<file path="src/rtl/quidditch_pkg.sv">
// quidditch_pkg: shared frame geometry, team position limits, sequencer states and clamped step helper
package quidditch_pkg;
  localparam int H_TOTAL = 800;
  localparam int V_TOTAL = 525;
  localparam int H_VIS_MIN = 144;
  localparam int H_VIS_MAX = 783;
  localparam int V_VIS_MIN = 35;
  localparam int V_VIS_MAX = 514;
  localparam logic [10:0] POS_MIN = 11'd49;
  localparam logic [10:0] POS_MAX = 11'd500;
  localparam logic [10:0] POS_INIT = 11'd274;
  localparam logic [10:0] STEP = 11'd4;
  typedef enum logic [1:0] {SERVE, PLAY, PAUSED} seq_state_t;
  function automatic logic [9:0] step_pos(input logic [9:0] pos, input logic up, input logic dn);
    logic [10:0] p;
    p = {1'b0, pos};
    p = (up && !dn) ? ((p - STEP < POS_MIN) ? POS_MIN : p - STEP) :
        (dn && !up) ? ((p + STEP > POS_MAX) ? POS_MAX : p + STEP) : p;
    return p[9:0];
  endfunction
endpackage

</file>
<file path="src/rtl/quidditch_frame_sequencer_if.sv">
// quidditch_frame_sequencer_if: board request inputs and frame/position outputs of the sequencer
interface quidditch_frame_sequencer_if;
  logic t1_up, t1_dn, t2_up, t2_dn, pause_req, recenter_req;
  logic pix_en, frame_start, paused;
  logic [9:0] current_pixel, current_line, team1_ver_pos, team2_ver_pos;
  modport master(output t1_up, t1_dn, t2_up, t2_dn, pause_req, recenter_req,
                 input pix_en, frame_start, paused, current_pixel, current_line, team1_ver_pos, team2_ver_pos);
  modport slave(input t1_up, t1_dn, t2_up, t2_dn, pause_req, recenter_req,
                output pix_en, frame_start, paused, current_pixel, current_line, team1_ver_pos, team2_ver_pos);
endinterface

</file>
<file path="src/rtl/team_pos_unit.sv">
// team_pos_unit: latches one team's up/down requests and applies a clamped move at frame end
module team_pos_unit
  import quidditch_pkg::*;
(
  input  logic       clk,
  input  logic       reset,
  input  logic       up,
  input  logic       dn,
  input  logic       fe,
  input  logic       apply,
  input  logic       recenter,
  output logic [9:0] pos
);
  logic up_p, dn_p;
  // pending flags clear at frame end; a request seen on that same edge is consumed by it
  always_ff @(posedge clk or posedge reset)
    if (reset) begin
      up_p <= 1'b0;
      dn_p <= 1'b0;
      pos  <= POS_INIT[9:0];
    end else begin
      up_p <= !fe && (up_p || up);
      dn_p <= !fe && (dn_p || dn);
      if (fe && recenter) pos <= POS_INIT[9:0];
      else if (fe && apply) pos <= step_pos(pos, up_p || up, dn_p || dn);
    end
endmodule

</file>
<file path="src/rtl/quidditch_frame_sequencer.sv">
// quidditch_frame_sequencer: pixel/line counters, serve/play/pause FSM and per-frame team moves; QFS_PIXEL_DIV_EN halves the pixel rate
module quidditch_frame_sequencer
  import quidditch_pkg::*;
#(
  parameter int H_CNT = quidditch_pkg::H_TOTAL,
  parameter int V_CNT = quidditch_pkg::V_TOTAL
) (
  input logic clk,
  input logic reset,
  quidditch_frame_sequencer_if.slave bus
);
  localparam logic [9:0] H_LAST = 10'(H_CNT - 1);
  localparam logic [9:0] V_LAST = 10'(V_CNT - 1);
  seq_state_t state_q, state_d;
  logic pause_p, rc_p, pause_eff, rc_eff, fe, apply, recenter;
`ifdef QFS_PIXEL_DIV_EN
  // divide-by-two pixel tick; first tick lands on the second clk after reset
  always_ff @(posedge clk or posedge reset)
    if (reset) bus.pix_en <= 1'b0;
    else bus.pix_en <= !bus.pix_en;
`else
  assign bus.pix_en = 1'b1;
`endif
  assign fe = bus.pix_en && bus.current_pixel == H_LAST && bus.current_line == V_LAST;
  assign pause_eff = pause_p || bus.pause_req;
  assign rc_eff = rc_p || bus.recenter_req;
  assign bus.paused = state_q == PAUSED;
  // raster counters; frame_start marks only the first clk of the (0,0) tick period
  always_ff @(posedge clk or posedge reset)
    if (reset) begin
      bus.current_pixel <= '0;
      bus.current_line  <= '0;
      bus.frame_start   <= 1'b0;
    end else begin
      bus.frame_start <= fe;
      if (bus.pix_en) begin
        bus.current_pixel <= bus.current_pixel == H_LAST ? '0 : bus.current_pixel + 10'd1;
        if (bus.current_pixel == H_LAST)
          bus.current_line <= bus.current_line == V_LAST ? '0 : bus.current_line + 10'd1;
      end
    end
  // state register and frame-scoped pause/recenter request latches
  always_ff @(posedge clk or posedge reset)
    if (reset) begin
      state_q <= SERVE;
      pause_p <= 1'b0;
      rc_p    <= 1'b0;
    end else begin
      state_q <= state_d;
      pause_p <= !fe && pause_eff;
      rc_p    <= !fe && rc_eff;
    end
  // frame-end transitions; recenter outranks pause, moves only land while playing
  always_comb begin
    state_d  = state_q;
    apply    = state_q == PLAY;
    recenter = rc_eff && state_q != SERVE;
    if (fe)
      state_d = state_q == SERVE ? PLAY :
                rc_eff ? SERVE :
                pause_eff ? (state_q == PLAY ? PAUSED : PLAY) : state_q;
  end
  team_pos_unit u_team1 (
    .clk(clk), .reset(reset), .up(bus.t1_up), .dn(bus.t1_dn), .fe(fe),
    .apply(apply), .recenter(recenter), .pos(bus.team1_ver_pos)
  );
  team_pos_unit u_team2 (
    .clk(clk), .reset(reset), .up(bus.t2_up), .dn(bus.t2_dn), .fe(fe),
    .apply(apply), .recenter(recenter), .pos(bus.team2_ver_pos)
  );
endmodule

</file>
<file path="src/flat_wrapper.sv">
// flat-port wrapper written by rule: the top's interface ports become plain ports
module quidditch_frame_sequencer_flat import quidditch_pkg::*;
#(
  parameter int H_CNT = quidditch_pkg::H_TOTAL,
  parameter int V_CNT = quidditch_pkg::V_TOTAL
)
  (clk, reset, bus_t1_up, bus_t1_dn, bus_t2_up, bus_t2_dn, bus_pause_req, bus_recenter_req, bus_pix_en, bus_frame_start, bus_paused, bus_current_pixel, bus_current_line, bus_team1_ver_pos, bus_team2_ver_pos);
  quidditch_frame_sequencer_if bus_i ();
  input logic clk;
  input logic reset;
  input wire logic [$bits(bus_i.t1_up)-1:0] bus_t1_up;
  input wire logic [$bits(bus_i.t1_dn)-1:0] bus_t1_dn;
  input wire logic [$bits(bus_i.t2_up)-1:0] bus_t2_up;
  input wire logic [$bits(bus_i.t2_dn)-1:0] bus_t2_dn;
  input wire logic [$bits(bus_i.pause_req)-1:0] bus_pause_req;
  input wire logic [$bits(bus_i.recenter_req)-1:0] bus_recenter_req;
  output wire logic [$bits(bus_i.pix_en)-1:0] bus_pix_en;
  output wire logic [$bits(bus_i.frame_start)-1:0] bus_frame_start;
  output wire logic [$bits(bus_i.paused)-1:0] bus_paused;
  output wire logic [$bits(bus_i.current_pixel)-1:0] bus_current_pixel;
  output wire logic [$bits(bus_i.current_line)-1:0] bus_current_line;
  output wire logic [$bits(bus_i.team1_ver_pos)-1:0] bus_team1_ver_pos;
  output wire logic [$bits(bus_i.team2_ver_pos)-1:0] bus_team2_ver_pos;
  assign bus_i.t1_up = bus_t1_up;
  assign bus_i.t1_dn = bus_t1_dn;
  assign bus_i.t2_up = bus_t2_up;
  assign bus_i.t2_dn = bus_t2_dn;
  assign bus_i.pause_req = bus_pause_req;
  assign bus_i.recenter_req = bus_recenter_req;
  assign bus_pix_en = bus_i.pix_en;
  assign bus_frame_start = bus_i.frame_start;
  assign bus_paused = bus_i.paused;
  assign bus_current_pixel = bus_i.current_pixel;
  assign bus_current_line = bus_i.current_line;
  assign bus_team1_ver_pos = bus_i.team1_ver_pos;
  assign bus_team2_ver_pos = bus_i.team2_ver_pos;
  quidditch_frame_sequencer #(.H_CNT(H_CNT), .V_CNT(V_CNT)) u_core (.clk(clk), .reset(reset), .bus(bus_i));
endmodule
</file>
<file path="config.mk">
export PLATFORM = sky130hd
export DESIGN_NAME = quidditch_frame_sequencer_flat
export DESIGN_NICKNAME = d
export VERILOG_FILES = /design/src/rtl/quidditch_pkg.sv /design/src/rtl/quidditch_frame_sequencer_if.sv /design/src/rtl/team_pos_unit.sv /design/src/rtl/quidditch_frame_sequencer.sv /design/src/flat_wrapper.sv
export SDC_FILE = /design/constraint.sdc
export NUM_CORES = 1
export LEC_CHECK = 0
export BUFFER_PORTS_ARGS = -buffer_cell sky130_fd_sc_hd__buf_4
export CAP_MARGIN = 20
export CORE_UTILIZATION = 60
export CTS_CLUSTER_DIAMETER = 120
export DETAILED_ROUTE_END_ITERATION = 10
export GPL_ROUTABILITY_DRIVEN = 0
export PLACE_DENSITY_LB_ADDON = 0.25
export SLEW_MARGIN = 20
export SYNTH_ARGS = -nofsm -noshare
export SYNTH_HDL_FRONTEND = slang
export SYNTH_SLANG_ARGS = --single-unit
</file>
<file path="constraint.sdc">
create_clock -name clk -period 4.8 [get_ports clk]
set_input_delay 0.72 -clock clk [delete_from_list [all_inputs] [get_ports clk]]
set_output_delay 0.72 -clock clk [all_outputs]
set_load 0.01 [all_outputs]
</file>
==> impl_metrics.ini <==
[layout]
finalNetCount = 419
syn_to_final_growth_pct = 15.7
layout-drive-gt1-share = 0.194
fin_cells = 473
final_cell_mix = buf_4, dfrtp_1, nand2_1
final_common_cell = buf_4
n_antenna_cell = 0

[job]
drv_cap = 0

[sta]
fin_setup_tns_ns = 0
rsz0062_at_grt = no
period_needed_ns = 2.72
max_freq_mhz = 367
fin_hold_ws_ns = 0.500
tightest_slew_ns = 0.955
drv_slew = 0
period_share = 0.567
hold_viol = 0
clock_skew_ns = 0.00878
setup_viol = 0
slew_headroom = 0.361

[cts]
cts_buffer_depth = 2
cts.sinks = 49
cts_resized = 0
clock_latency_ns = 0.31
ctsRootBufferMaster = clkbuf_8
post_cts_buffers = 0
cts_htree_levels = 2
cts_inserted_buffers = 5
cts_tree = yes
hold_buffers = 0
clkTransAtPathRegs_ns = 0.10

[logic_synthesis]
synth_edf_count = 0
synth_cell_types = 64
synth_warnings = 0
synth-seq-cells = 49
yosys.area_share.simple = 0.279
synth_compound_area_frac = 0.173
synth_ff_type = dfrtp_1
syn_area_sq_um = 3170
ys_seq_area_frac = 0.389
synthXorXnorAreaFrac = 0.0607
synth_fa_ha_area_frac = 0.0355
synth_async_sr_flop_share = 1.00
synthCells = 363
synth_mux_area_frac = 0.0130
syn-num-nets = 380
syn_area_per_cell_sq_um = 8.74
synth_top_family_by_area = simple AND/OR/NAND/NOR gates

[min_path]
hp-class = reg2reg

[setup_path]
crit_buf_inv = 1
cp.required_ns = 5.04
crit_type = reg2reg
cp-end-kind = flip-flop
path_max_fanout = 14
cp_slowest_cell = nor3_4
worstSetupStartpointType = flip-flop
r2r_setup_slack_ns = 2.08
slowest_delay_ns = 0.57
path_cells = ha_1 > nand4_1 > nor3_4 > nand2_4 > inv_2 > and3_1 > nand4_1 > a211oi_1 > a21oi_1
crit_arrival_ns = 2.96
crit_family = simple AND/OR/NAND/NOR gates
cp_common_cell = nand4_1

[die]
die_area_sq_um = 5590
die_h_microns = 74.7
coreArea_sq_um = 5110
rows = 26
dieWidth_microns = 74.7
start_util = 0.622
ios = 51

[route]
wl_mm = 7.26
drt_iter0_drc = 278
dr.pass1.iters = 5
avgRoutedWirePerCell_microns = 15.3
avgViaCountPerCell = 6.27
vias = 2966
drcViolationCount = 0
ant_nets = 0

[global_route]
grt_antenna_before_repair = 0
grt_overflow = 0
grt_pass1_vias = 2498
grt_first_pass_wirelength_mm = 11.5
grt_usage = 0.272
grt_max_degree = 50

[pwr]
p_leak_nw = 1.57
power.density_nw_per_um2 = 215
vdd_ir_drop_max_v = 0.000219
p_total_mw = 0.790

[outcome]
outcome = finished clean

[place]
io_buffer_count = 49
dp_hpwl_mm = 5.14
dpl.cell_count = 465
layer usage:
| layer | wire [microns] | vias up | track usage | part of all wire |
|---|---|---|---|---|
| met2 | 3550 | 146 | 0.437 | 0.49 |
| li1 | - | 1401 | - | - |
| met4 | 86 | 0 | 0.0922 | 0.012 |
| met1 | 3160 | 1410 | 0.377 | 0.44 |
| met3 | 466 | 9 | 0.0442 | 0.064 |
| met5 | 0 | - | 0 | 0 |
cell usage after synthesis (all sizes together), types with 2 or more instances:
master / instances / share of area
or3: 2 / 0.0039
clkbuf: 9 / 0.011
a22o: 2 / 0.0055
and2: 2 / 0.0039
o32ai: 4 / 0.013
nor2b: 3 / 0.0059
nand2: 35 / 0.044
a32o: 2 / 0.0063
or4: 2 / 0.0047
nand4: 12 / 0.024
mux2i: 3 / 0.0095
xnor2: 16 / 0.044
buf: 8 / 0.019
o21a: 2 / 0.0047
xor2: 6 / 0.017
nand3: 17 / 0.027
o211ai: 2 / 0.0047
nor4: 6 / 0.017
o31ai: 2 / 0.0047
o2111ai: 3 / 0.0083
or3b: 4 / 0.011
a21o: 2 / 0.0047
o221ai: 2 / 0.0055
nand2b: 5 / 0.0099
ha: 9 / 0.035
and4: 2 / 0.0055
o21ai: 35 / 0.056
nand3b: 3 / 0.0071
nor3: 22 / 0.045
nor2: 32 / 0.038
o22a: 2 / 0.0055
inv: 16 / 0.019
a31oi: 8 / 0.016
dfstp: 6 / 0.050
dfrtp: 43 / 0.34
and3: 8 / 0.017
a21oi: 11 / 0.017
state kept, by name, summed over array words and instances (netlist names), 2 cells and up:
register	count
u_core.bus.current_pixel	10
u_core.u_team2.pos	10
u_core.u_team1.pos	10
u_core.state_q	2
u_core.bus.current_line	10
cell type report:
cell class	count	area, sq um
Sequential cell	49	1230
Tap cell	70	87.6
Clock buffer	5	68.8
Fill cell	383	1430
Clock inverter	3	68.8
Timing Repair Buffer	49	368
Inverter	16	61.3
Multi-Input combinational cell	281	1790
cells by family after synthesis:
group | after synthesis
fa+ha+maj | 9
other cells | 1
buf+inv | 33
mux | 4
xor+xnor | 22
compound gates | 84
simple gates | 161
flops | 49
worst paths after layout:
| kind | from | to | cells after the start |
|---|---|---|---|
| setup / recovery | u_core.bus.current_pixel[0] | u_core.u_team2.pos[4] | 9 |
| hold / removal | u_core.u_team2.pos[1] | u_core.u_team2.pos[1] | 2 |
| setup reg to reg | u_core.bus.current_pixel[0] | u_core.u_team2.pos[4] | 9 |
| hold reg to reg | u_core.u_team2.pos[1] | u_core.u_team2.pos[1] | 2 |
| max in group asynchronous | reset | u_core.u_team2.pos[9] | 2 |
| min in group asynchronous | reset | u_core.bus.current_pixel[6] | 2 |
worst reg2reg max path, stage by stage, from the launching register on:
cell and delay (ns):
dfrtp_1 0.42, ha_1 0.24, nand4_1 0.27, nor3_4 0.57, nand2_4 0.15, inv_2 0.18, and3_1 0.36, nand4_1 0.13
a211oi_1 0.26, a21oi_1 0.06
through the flow:
step | cell area (sq um) | worst slack [ns] | utilization
floorplan | 3170 | 2.50 | -
global placement | 3530 | 2.21 | 0.692
detailed placement | 3530 | 2.11 | 0.692
CTS | 3670 | 2.08 | 0.719
global route | 3670 | 1.84 | 0.719
finish | 3670 | 2.08 | 0.719
power by group:
group | leakage [nW] | switching (mW) | total, mW | internal (mW)
Combinational | 0.894 | 0.0105 | 0.0154 | 0.00484
Clock | 0.0687 | 0.150 | 0.360 | 0.210
Sequential | 0.607 | 0.000503 | 0.414 | 0.414
Total | 1.57 | 0.161 | 0.790 | 0.628
No activity file was read; power rests on OpenSTA's default activity.
